[src/rtl/counter_updown_monitor.sv]
// -----------------------------------------------------------------------------
// counter_updown_monitor
//
// In-line hardware checker for an up/down counter. It snoops the counter's
// control inputs and its count/carry outputs, steps a reference model in
// lock-step, and flags every cycle where the counter disagrees with the model.
// The first mismatch is captured (expected and actual count). Error and check
// counters saturate instead of wrapping.
//
// Optional feature (compile-time macro):
//   COUNTER_MON_STOP_ON_ERR_EN
//     defined   : the first mismatch moves TRACK to HALT. HALT freezes the
//                 model and all status, and only reset, clear or enable=0
//                 leave it.
//     undefined : HALT is unreachable; the monitor resyncs and keeps counting.
//
// Ports
//   clk           in   rising-edge clock
//   reset         in   synchronous active-high reset of the monitor only
//   enable        in   1 = checking active, 0 = IDLE
//   clear         in   synchronous clear of error status, re-enters SYNC
//   mon_reset_n   in   snooped counter reset_n
//   mon_load      in   snooped counter load
//   mon_in        in   snooped counter load data [WIDTH]
//   mon_up_down   in   snooped counter direction (1 = up)
//   mon_count_en  in   snooped counter count enable
//   mon_count     in   snooped counter count output [WIDTH]
//   mon_carry     in   snooped counter carry output
//   state         out  0 IDLE, 1 SYNC, 2 TRACK, 3 HALT
//   err_flag      out  sticky, set on first mismatch
//   err_count     out  mismatching cycles, saturating [ERR_CNT_W]
//   chk_count     out  cycles compared in TRACK, saturating [ERR_CNT_W]
//   first_exp     out  model count at first mismatch [WIDTH]
//   first_act     out  counter count at first mismatch [WIDTH]
// -----------------------------------------------------------------------------
module counter_updown_monitor #(
  parameter int WIDTH     = 8,
  parameter int ERR_CNT_W = 16
) (
  input  logic                 clk,
  input  logic                 reset,
  input  logic                 enable,
  input  logic                 clear,
  input  logic                 mon_reset_n,
  input  logic                 mon_load,
  input  logic [WIDTH-1:0]     mon_in,
  input  logic                 mon_up_down,
  input  logic                 mon_count_en,
  input  logic [WIDTH-1:0]     mon_count,
  input  logic                 mon_carry,
  output logic [1:0]           state,
  output logic                 err_flag,
  output logic [ERR_CNT_W-1:0] err_count,
  output logic [ERR_CNT_W-1:0] chk_count,
  output logic [WIDTH-1:0]     first_exp,
  output logic [WIDTH-1:0]     first_act
);

  typedef enum logic [1:0] {
    S_IDLE  = 2'd0,
    S_SYNC  = 2'd1,
    S_TRACK = 2'd2,
    S_HALT  = 2'd3
  } state_t;

  localparam logic [WIDTH-1:0]     CNT_ONE  = WIDTH'(1);
  localparam logic [WIDTH-1:0]     CNT_ONES = {WIDTH{1'b1}};
  localparam logic [ERR_CNT_W-1:0] ERR_ONE  = ERR_CNT_W'(1);

  state_t                 state_q, state_d;
  logic [WIDTH-1:0]       exp_q, exp_d;
  logic                   err_flag_q, err_flag_d;
  logic [ERR_CNT_W-1:0]   err_count_q, err_count_d;
  logic [ERR_CNT_W-1:0]   chk_count_q, chk_count_d;
  logic [WIDTH-1:0]       first_exp_q, first_exp_d;
  logic [WIDTH-1:0]       first_act_q, first_act_d;

  logic                   exp_carry;
  logic                   mismatch;
  logic [WIDTH-1:0]       nxt_count;
  logic [WIDTH-1:0]       nxt_exp;

  // One step of the counter as seen from its snooped controls, applied to an
  // arbitrary base value (either the model or the observed count).
  function automatic logic [WIDTH-1:0] step_fn(
    input logic [WIDTH-1:0] b,
    input logic             rst_n,
    input logic             ld,
    input logic [WIDTH-1:0] din,
    input logic             up,
    input logic             cen
  );
    if (!rst_n)   return '0;
    else if (ld)  return din;
    else if (cen) return up ? (b + CNT_ONE) : (b - CNT_ONE);
    return b;
  endfunction

  function automatic logic [ERR_CNT_W-1:0] sat_inc(input logic [ERR_CNT_W-1:0] v);
    return (&v) ? v : (v + ERR_ONE);
  endfunction

  always_comb begin
    exp_carry = mon_up_down ? (exp_q == CNT_ONES) : (exp_q == '0);
    mismatch  = (mon_count != exp_q) || (mon_carry != exp_carry);
    nxt_count = step_fn(mon_count, mon_reset_n, mon_load, mon_in, mon_up_down, mon_count_en);
    nxt_exp   = step_fn(exp_q,     mon_reset_n, mon_load, mon_in, mon_up_down, mon_count_en);
  end

  always_comb begin
    state_d     = state_q;
    exp_d       = exp_q;
    err_flag_d  = err_flag_q;
    err_count_d = err_count_q;
    chk_count_d = chk_count_q;
    first_exp_d = first_exp_q;
    first_act_d = first_act_q;

    if (clear) begin
      // Any mismatch seen in this cycle is dropped along with the old status.
      err_flag_d  = 1'b0;
      err_count_d = '0;
      chk_count_d = '0;
      first_exp_d = '0;
      first_act_d = '0;
      exp_d       = '0;
      state_d     = enable ? S_SYNC : S_IDLE;
    end else if (!enable) begin
      // Status is kept so it can be read out while checking is paused.
      exp_d   = '0;
      state_d = S_IDLE;
    end else begin
      case (state_q)
        S_IDLE: begin
          exp_d   = '0;
          state_d = S_SYNC;
        end
        S_SYNC: begin
          // Adopt whatever the counter shows now; checking starts next cycle.
          exp_d   = nxt_count;
          state_d = S_TRACK;
        end
        S_TRACK: begin
          if (!mon_reset_n) begin
            // Counter is being reset: its outputs are not meaningful yet.
            exp_d = '0;
          end else begin
            chk_count_d = sat_inc(chk_count_q);
            if (mismatch) begin
              err_flag_d  = 1'b1;
              err_count_d = sat_inc(err_count_q);
              if (!err_flag_q) begin
                first_exp_d = exp_q;
                first_act_d = mon_count;
              end
              // Resync to the observed value so a single jump counts once.
              exp_d = nxt_count;
`ifdef COUNTER_MON_STOP_ON_ERR_EN
              state_d = S_HALT;
`endif
            end else begin
              exp_d = nxt_exp;
            end
          end
        end
        S_HALT: begin
`ifdef COUNTER_MON_STOP_ON_ERR_EN
          // Everything frozen until clear, enable=0 or reset.
          state_d = S_HALT;
`else
          // Not reachable in this build; recover by resyncing.
          state_d = S_SYNC;
`endif
        end
      endcase
    end
  end

  always_ff @(posedge clk) begin
    if (reset) begin
      state_q     <= S_IDLE;
      exp_q       <= '0;
      err_flag_q  <= 1'b0;
      err_count_q <= '0;
      chk_count_q <= '0;
      first_exp_q <= '0;
      first_act_q <= '0;
    end else begin
      state_q     <= state_d;
      exp_q       <= exp_d;
      err_flag_q  <= err_flag_d;
      err_count_q <= err_count_d;
      chk_count_q <= chk_count_d;
      first_exp_q <= first_exp_d;
      first_act_q <= first_act_d;
    end
  end

  assign state     = state_q;
  assign err_flag  = err_flag_q;
  assign err_count = err_count_q;
  assign chk_count = chk_count_q;
  assign first_exp = first_exp_q;
  assign first_act = first_act_q;

endmodule
[config.mk]
export PLATFORM = sky130hd
export DESIGN_NAME = counter_updown_monitor
export DESIGN_NICKNAME = d
export VERILOG_FILES = /design/src/rtl/counter_updown_monitor.sv
export SDC_FILE = /design/constraint.sdc
export NUM_CORES = 1
export LEC_CHECK = 0
export BUFFER_PORTS_ARGS = -buffer_cell sky130_fd_sc_hd__buf_2
export CELL_PAD_IN_SITES_DETAIL_PLACEMENT = 0
export CELL_PAD_IN_SITES_GLOBAL_PLACEMENT = 2
export CORE_UTILIZATION = 34
export CTS_CLUSTER_DIAMETER = 200
export CTS_CLUSTER_SIZE = 12
export DETAILED_ROUTE_END_ITERATION = 6
export MAX_ROUTING_LAYER = met4
export PLACE_DENSITY_LB_ADDON = 0.3
export SETUP_SLACK_MARGIN = 0.2
export SYNTH_ARGS = -nofsm -noshare
export SYNTH_HDL_FRONTEND = slang
export SYNTH_SLANG_ARGS = --single-unit
[constraint.sdc]
create_clock -name clk -period 3.6 [get_ports clk]
set_input_delay 0.18 -clock clk [delete_from_list [all_inputs] [get_ports clk]]
set_output_delay 0.18 -clock clk [all_outputs]
set_load 0.02 [all_outputs]
## Yosys cells after proc, flatten, opt, wreduce, memory -nomap -nowiden

Cells that the tools add are included.

- Muxes and demuxes: 20
- Reduce and logical (&&, ||, !) cells: 14
- Eq/ne operators: 8
- Bitwise logic cells: 4
- $add $sub $neg: 6

Operator list:

| kind | count |
|---|---|
| $mux 8 | 11 |
| $add 16x1->16 const B | 2 |
| $reduce_and 16->1 | 2 |
| $pmux 8 s3 | 1 |
| $add 8x1->8 const B | 2 |
| $sub 8x1->8 const B | 2 |
| $reduce_and 5->1 | 2 |
| $eq 8x8->1 const B | 1 |
| $logic_not 8->1 | 1 |
| $ne 8x8->1 | 1 |
| $reduce_and 4->1 | 2 |
| $mux 1 | 5 |
| $eq 2x2->1 const B | 2 |
| $mux 2 | 2 |
| $ne 4x2->1 const B | 1 |
| $ne 4x4->1 const B | 1 |
| $not 1->1 | 4 |
| $pmux 2 s2 | 1 |
| $reduce_or 2->1 | 2 |
| $reduce_bool 3->1 | 1 |
| $reduce_or 3->1 | 1 |
| $eq 2x1->1 const B | 1 |
| $logic_not 2->1 | 1 |
| $reduce_and 2->1 | 1 |
| other kinds (2) | 2 |

- Input bits: 25
- Logic and storage cells: 59
- Output and inout bits: 51
- Bits in registers: 59

## Longest topological paths before layout

Gate-level depths: netlist of run 1.

- Depth after elaboration: 9
- Gate-level depth with buffers: 10
- Depth with buffers taken out: 9

## Worst setup path after synthesis of run 1

OpenSTA, ideal clock, no wires.

- Path kind: register to register
- Start point: reg exp_q[0]
- End point: reg exp_q[1]
- Data arrival time: 2166 ps
- Clock period less this slack: 2227 ps
- Cell stages (with the launch flop): 10
- Data required time: 3539 ps
- Setup time: 61 ps
- Slack: 1373 ps
- Buffers on the path: 2
- Cells stage by stage: dfxtp_1 > buf_2 > nand3_1 > or3_4 > and3_4 > or3_1 > buf_6 > and2_4 > o32ai_1 > a32o_1

- Cells in the longest elaborated chain, start to end: 8
- Elaborated cells on any way between the ends: 17
- Those cells by class: add/sub (2); eq/ne (4); mux (8); reduce/logical (3)

RTL lines:

| item | line | text |
|---|---|---|
| from (decl) | 71 | `logic [WIDTH-1:0] exp_q, exp_d;` |
| from (signal assigned) | 190 | `exp_q <= exp_d;` |
| $sub 8x1->8 / $add 8x1->8 (equally long branches) | 95 | `else if (cen) return up ? (b + CNT_ONE) : (b - CNT_ONE);` |
| $mux 8 (2 in series) | 95 |  |
| $mux 8 | 94 | `else if (ld) return din;` |
| $mux 8 | 96 | `return b;` |
| $mux 8 | 149 | `if (mismatch) begin` |
| $mux 8 | 144 | `if (!mon_reset_n) begin` |
| $pmux 8 s3 | 133 | `case (state_q)` |

Several ways; a longest one is shown, not always the timed one. The select of a mux whose other input is x is not followed.
A chain may end at the register's enable or synchronous reset.

## Worst setup path in the final report of run 1

- Start point: reg exp_q[7]
- End point: reg first_exp_q[4] (netlist: first_exp[4])

- Cells in the longest elaborated chain, start to end: 5
- Elaborated cells on any way between the ends: 7
- Those cells by class: eq/ne (3); mux (1); reduce/logical (3)

RTL lines:

| item | line | text |
|---|---|---|
| $eq 8x8->1 / $logic_not 8->1 (equally long branches) | 104 | `exp_carry = mon_up_down ? (exp_q == CNT_ONES) : (exp_q == '0);` |
| $mux 1 | 104 |  |
| $ne 1x1->1 | 105 | `mismatch = (mon_count != exp_q) \|\| (mon_carry != exp_carry);` |
| $logic_or 1x1->1 (*) | 105 |  |
| $reduce_and 5->1 (no line) (*) | - |  |
| to (signal assigned) | 194 | `first_exp_q <= first_exp_d;` |
| to (decl) | 75 | `logic [WIDTH-1:0] first_exp_q, first_exp_d;` |

Mark *: on every way between the ends. The rest lies on a longest branch, timed or not.

==> results of run 1 <==
-- cell usage after synthesis, types with 3 or more instances --
cell type  number
a211o_1         3
a211oi_1        8
a21oi_1        29
a22o_1          5
a31oi_1         4
a32o_1          4
and3_1          6
and4_1          4
buf_2           4
clkbuf_1       12
dfxtp_1        59
ha_1           17
inv_1          13
mux2i_1         3
nand2_1        65
nand3_1        21
nand4_1         7
nor2_1         55
nor2b_1         3
nor3_1         10
nor4_1         11
o21ai_0        16
o21bai_1        5
xnor2_1        23
xor2_1         24
-- cell families after synthesis --
group | after synthesis | share of synthesized area [%]
simple gates | 199 | 26.5
compound gates | 91 | 17.6
flops | 59 | 32.9
xor+xnor | 47 | 11.5
buf+inv | 31 | 3.59
fa+ha+maj | 19 | 7.04
mux | 3 | 0.837
-- area by class of cell --
class	instances	area, um^2
clock inverter	3	68.8
fill	1118	5970
timing repair buffer	77	390
sequential	59	1180
clock buffer	13	169
inverter	13	48.8
tap	136	170
multi-input combinational	359	2280
-- power breakdown --
| part | switching (mW) | total, mW | internal, mW |
|---|---|---|---|
| combinational | 0.0925 | 0.149 | 0.0570 |
| sequential | 0.00158 | 0.655 | 0.653 |
| clock | 0.277 | 0.726 | 0.448 |
-- worst min path at each step --
stage | start | endpoint | slack (ns) | depth (start not counted)
after global routing | reset | state[0] | 0.005 | 2
final | reset | state[0] | 0.01 | 2
after floorplan | reset | state[0] | 0.26 | 1
after global placement | reset | state[0] | 0.37 | 2
after CTS | reset | state[0] | 0.0002 | 2
after detailed placement | reset | state[0] | 0.37 | 2
-- layer usage --
layer / track usage (%) / share of wire, % / vias up
li1: - / - / 1727
met5: - / 0 / -
met2: 27.7 / 42 / 77
met4: 5.13 / 0.94 / 0
met3: 4.05 / 4.3 / 11
met1: 27.8 / 53 / 1591
-- registers in the layout, summed over array words and instances, names as in the netlist --
name and cells:
first_act 8, first_exp 8, exp_q 8, chk_count 16
err_flag 1, state 2, err_count 16
==> results.cfg, run 1 <==
[setup_path]
path_depth = 8
worstSetupPathType = flop to flop
rrSetupSlack_ns = 0.81
critical_path.top_delay_family = simple AND/OR/NAND/NOR gates
start_kind = flop
setup.worst_path.start = exp_q[7]
critPathBufInv = 1
worst_setup_path_end_kind = flop
critPathRequiredTime_ns = 3.86
cpPeakStageDelay_ns = 0.80
r2r_end = first_exp[4]
crit_top_cell = nand2_1
worstPathCellList = nand2_1, or3_4, a21oi_4, o31ai_4, buf_4, nor2_1, nand2_1, a21oi_1
endpoint = first_exp[4]
arrival_ns = 3.05
reg2reg_from = exp_q[7]
reg2reg_depth = 8
critPathSlowestCell = nor2_1
critPathMaxFanout = 19

[global_routing]
antenna_found_initial = 0
grt_max_degree = 50
grt_pass1_wl_um = 16500
globalRouteOverflowTotal = 0
grt.total_usage_pct = 19.5
grt_pass1_vias = 3172

[place]
placed_cells = 644
placed_cell_area_mm2 = 0.00407
io_buffers = 75
pre_cts_slack_ns = 0.773
hpwl_um = 7290
gp_congestion = 0.885

[finish]
antennaDiodeCount = 0
area_growth_pct = 20.0
nets = 563
layout_commonest_cell = buf_2
instances_no_fill = 660
postLayoutCoreUtil_pct = 41.9
drive_gt1_share_pct = 19.7
finalInstanceArea_mm2 = 0.00431
layout_common_cells = buf_2, nand2_1, dfxtp_1

[sta]
hold_ws_ns = 0.0126
period_share_pct = 77.5
tns_ns = 0
slew_violations = 0
fin_worst_skew_ns = 0.00914
fmax_mhz = 358
worst_slack_ns = 0.810
rsz0062_at_grt = no
fin_crit_ns = 2.79
worstMarginPinSlew_ns = 1.05
hold_violations = 0
max_slew_margin_pct = 29.9
setup_violations = 0

[floorplan]
die_x_um = 105
ios = 76
dieArea_mm2 = 0.0110
start_util_pct = 34.9
rows = 37
die_y_um = 105
core_mm2 = 0.0103

[drt]
wl_per_cell_um = 15.0
dr_total_vias = 3406
drtAntennaViolNets = 0
finalWirelength_um = 9900
viasPerCell = 5.16
drc = 0
dr.first_iter.drc_count = 179
first_pass_iters = 4

[run]
cap_violations = 0

[logic_synthesis]
synth-async-reset-ratio_pct = 0
yosys_warnings = 0
synth_edf_count = 0
synth_area_per_cell_um2 = 7.99
synth_top_area_share_pct = 32.9
synth_nets = 493
ys_ff_latch = 59
yosysSeqAreaShare_pct = 32.9
dominantRegCellSynth = dfxtp_1
synthDistinctLibCells = 53
synth_cells = 449
yosysTopAreaCell = dfxtp_1
netlist_area_mm2 = 0.00359
yosys-top-cells-area = dfxtp_1, nand2_1, ha_1

[min_path]
hold_class = input pin to flop

[pwr]
leakagePower_nw = 1.71
power_mw = 1.53
power.density_mw_per_mm2 = 355
ir_drop_v = 0.000172

[clock_network]
cts_resized = 0
cts_num_sinks = 59
cts_buffers = 9
cts_tree = built
root_buffer = clkbuf_8
clkLatencyLatePin_ns = 0.34
post_cts.repair.setup_buffers = 0
cts_hold_buf = 0
cts.path.max_buffers = 2
cts_max_level = 3
cts.clk_slew.worst_paths_ns = 0.07

[run_status]
status = finished, final reports clean
(Power assumes the default switching activity.)
==> inputs of run 2 (changes only) <==
--- a/config.mk
+++ b/config.mk
@@ -5,10 +5,11 @@
 export SDC_FILE = /design/constraint.sdc
 export NUM_CORES = 1
 export LEC_CHECK = 0
+export ABC_AREA = 1
 export BUFFER_PORTS_ARGS = -buffer_cell sky130_fd_sc_hd__buf_2
 export CELL_PAD_IN_SITES_DETAIL_PLACEMENT = 0
 export CELL_PAD_IN_SITES_GLOBAL_PLACEMENT = 2
-export CORE_UTILIZATION = 34
+export CORE_UTILIZATION = 30
 export CTS_CLUSTER_DIAMETER = 200
 export CTS_CLUSTER_SIZE = 12
 export DETAILED_ROUTE_END_ITERATION = 6
==> constraint.sdc (replaced) <==
create_clock -name clk -period 2.6 [get_ports clk]
set_input_delay 0.13 -clock clk [delete_from_list [all_inputs] [get_ports clk]]
set_output_delay 0.13 -clock clk [all_outputs]
set_load 0.02 [all_outputs]
==> run 2 against run 1 <==
  * Critical path depth is 3 higher
  * Fmax is 28% higher
  * Non-clock buffer count is 1 higher
  * Sequential power is 39% higher
  * Global-route usage is 0.36 points lower
  * Synthesized area is 13% higher
  * Cell count is 37% higher
  * Synthesized cell count is 44% higher
  * Critical endpoint is now exp_q[0]
==> results.cfg, run 2 <==
[setup_path]
cpPeakStageDelay_ns = 0.58
rrSetupSlack_ns = 0.41
path_depth = 11
worstSetupPathType = flop to flop
reg2reg_depth = 11
critical_path.top_delay_family = simple AND/OR/NAND/NOR gates
worst_setup_path_end_kind = flop
reg2reg_from = exp_q[3]
arrival_ns = 2.39
worstPathCellList = inv_1, nand2_1, nand2_1, nor2_1, nand2_1, nor2_4, nand3_1, o21bai_4, nor2_4, nand3_1, a21oi_1
r2r_end = exp_q[0]
critPathRequiredTime_ns = 2.80
endpoint = exp_q[0]
critPathSlowestCell = dfxtp_1
critPathMaxFanout = 9
start_kind = flop
setup.worst_path.start = exp_q[3]
crit_top_cell = nand2_1
critPathBufInv = 1

[sta]
max_slew_margin_pct = 62.1
fin_worst_skew_ns = 0.00460
rsz0062_at_grt = no
worstMarginPinSlew_ns = 0.568
tns_ns = 0
hold_violations = 0
fmax_mhz = 457
fin_crit_ns = 2.19
setup_violations = 0
slew_violations = 0
period_share_pct = 84.1

[finish]
regArea_mm2 = 0.00118
instances_no_fill = 904
layout_common_cells = nand2_1, inv_1, buf_2
antennaDiodeCount = 0
fill_cells = 1480
drive_gt1_share_pct = 15.2
layout_commonest_cell = nand2_1
multi_input_area_mm2 = 0.00250
nets = 769
area_growth_pct = 21.1

[logic_synthesis]
synth-async-reset-ratio_pct = 0
ys_ff_latch = 59
yosys-top-cells-area = dfxtp_1, nand2_1, a21oi_1
dominantRegCellSynth = dfxtp_1
synth_cells = 647
synth_area_per_cell_um2 = 6.27
yosys_warnings = 0
synth_commonest_cells = nand2_1, inv_1, a21oi_1, nor2_1, dfxtp_1
synthDistinctLibCells = 41
synth_most_common_cell = nand2_1
synth_top_area_share_pct = 29.1
yosysSeqAreaShare_pct = 29.1
synth_nets = 691
synth_edf_count = 0
netlist_area_mm2 = 0.00406
yosysTopAreaCell = dfxtp_1

[pwr]
ir_drop_v = 0.000218
power.density_mw_per_mm2 = 478
leakagePower_nw = 2.20

[global_routing]
globalRouteOverflowTotal = 0
grt_max_degree = 29
antenna_found_initial = 0
grt_pass1_vias = 4133
grt.total_usage_pct = 19.1
grt_pass1_wl_um = 20500

[floorplan]
rows = 42
start_util_pct = 30.8
dieArea_mm2 = 0.0140
die_x_um = 118
die_y_um = 118
core_mm2 = 0.0132
ios = 76

[clock_network]
cts_buffers = 9
cts_hold_buf = 0
cts.path.max_buffers = 2
cts_tree = built
cts_resized = 0
root_buffer = clkbuf_16
post_cts.repair.setup_buffers = 0
cts.clk_slew.worst_paths_ns = 0.05
clkLatencyLatePin_ns = 0.32
cts_max_level = 3
cts_num_sinks = 59

[place]
placed_cells = 890
io_buffers = 75
hpwl_um = 9640
gp_congestion = 0.922

[drt]
first_pass_iters = 5
finalWirelength_um = 12500
drtAntennaViolNets = 0
drc = 0
dr.first_iter.drc_count = 305
wl_per_cell_um = 13.9
viasPerCell = 4.74
dr_total_vias = 4282

[run]
cap_violations = 0

[min_path]
hold_class = input pin to flop

[run_status]
status = finished, final reports clean
run 2: power by group:
part | switching, mW | internal, mW | leakage (nW)
logic | 0.152 | 0.0800 | 1.58
registers | 0.00204 | 0.907 | 0.475
clock network | 0.401 | 0.806 | 0.151
total | 0.555 | 1.79 | 2.20
run 2: how the worst min path moves through the flow:
stage / from / end / slack, ns / depth (start not counted)
6_report: clear / state[1] / 0.01 / 2
5_1_grt: clear / state[1] / 0.02 / 2
4_1_cts: clear / state[1] / 0.005 / 2
3_5_place_dp: clear / state[1] / 0.35 / 2
3_3_place_gp: clear / state[1] / 0.34 / 2
2_1_floorplan: clear / state[1] / 0.22 / 1
run 2: routing by layer:
layer  vias to the layer above  GRT usage (%)  routed length (um)
met1                      1940           23.2                5820
li1                       2246              -                   -
met5                         -              -                   0
met4                         0           6.33                  92
met2                        89           32.2                6020
met3                         7           2.94                 593
run 2: final cells by class:
cell class	count	share of cell area, %
flip-flops and latches	59	24.0
clock inverters	2	0.713
inverters	82	6.42
clock buffers	12	5.42
repair buffers	78	8.10
multi-input cells	495	50.8
well taps	176	4.48
run 2: cell families (layout without fill, tap and decap cells):
family | Yosys count | after routing | synth area share (%)
buffers and inverters | 93 | 174 | 9.32
XOR/XNOR | 18 | 18 | 3.89
AO/OA/AOI/OAI | 100 | 100 | 13.2
flip-flops | 59 | 59 | 29.1
adder cells (fa/ha/maj) | 19 | 19 | 6.23
AND/OR/NAND/NOR | 358 | 358 | 38.2
run 2: through the flow:
stage	util [%]	worst slack (ns)	total power, mW	hold slack (ns)	instance area, um^2
floorplan	-	0.793	1.08	0.218	4060
global placement	35.0	0.344	1.16	0.343	4610
detailed placement	35.0	0.308	1.16	0.349	4610
CTS	37.3	0.389	2.39	0.00517	4910
global route	37.3	0.227	2.46	0.0154	4910
finish	37.3	0.413	2.35	0.0123	4910
run 2: worst reg2reg max path: cells and delay by family (launching register included):
| kind | cells | cell delay [ns] |
|---|---|---|
| and+or+nand+nor | 8 | 1.01 |
| buffers and inverters | 1 | 0.08 |
| DFF | 1 | 0.58 |
| AOI/OAI and AO/OA | 2 | 0.40 |
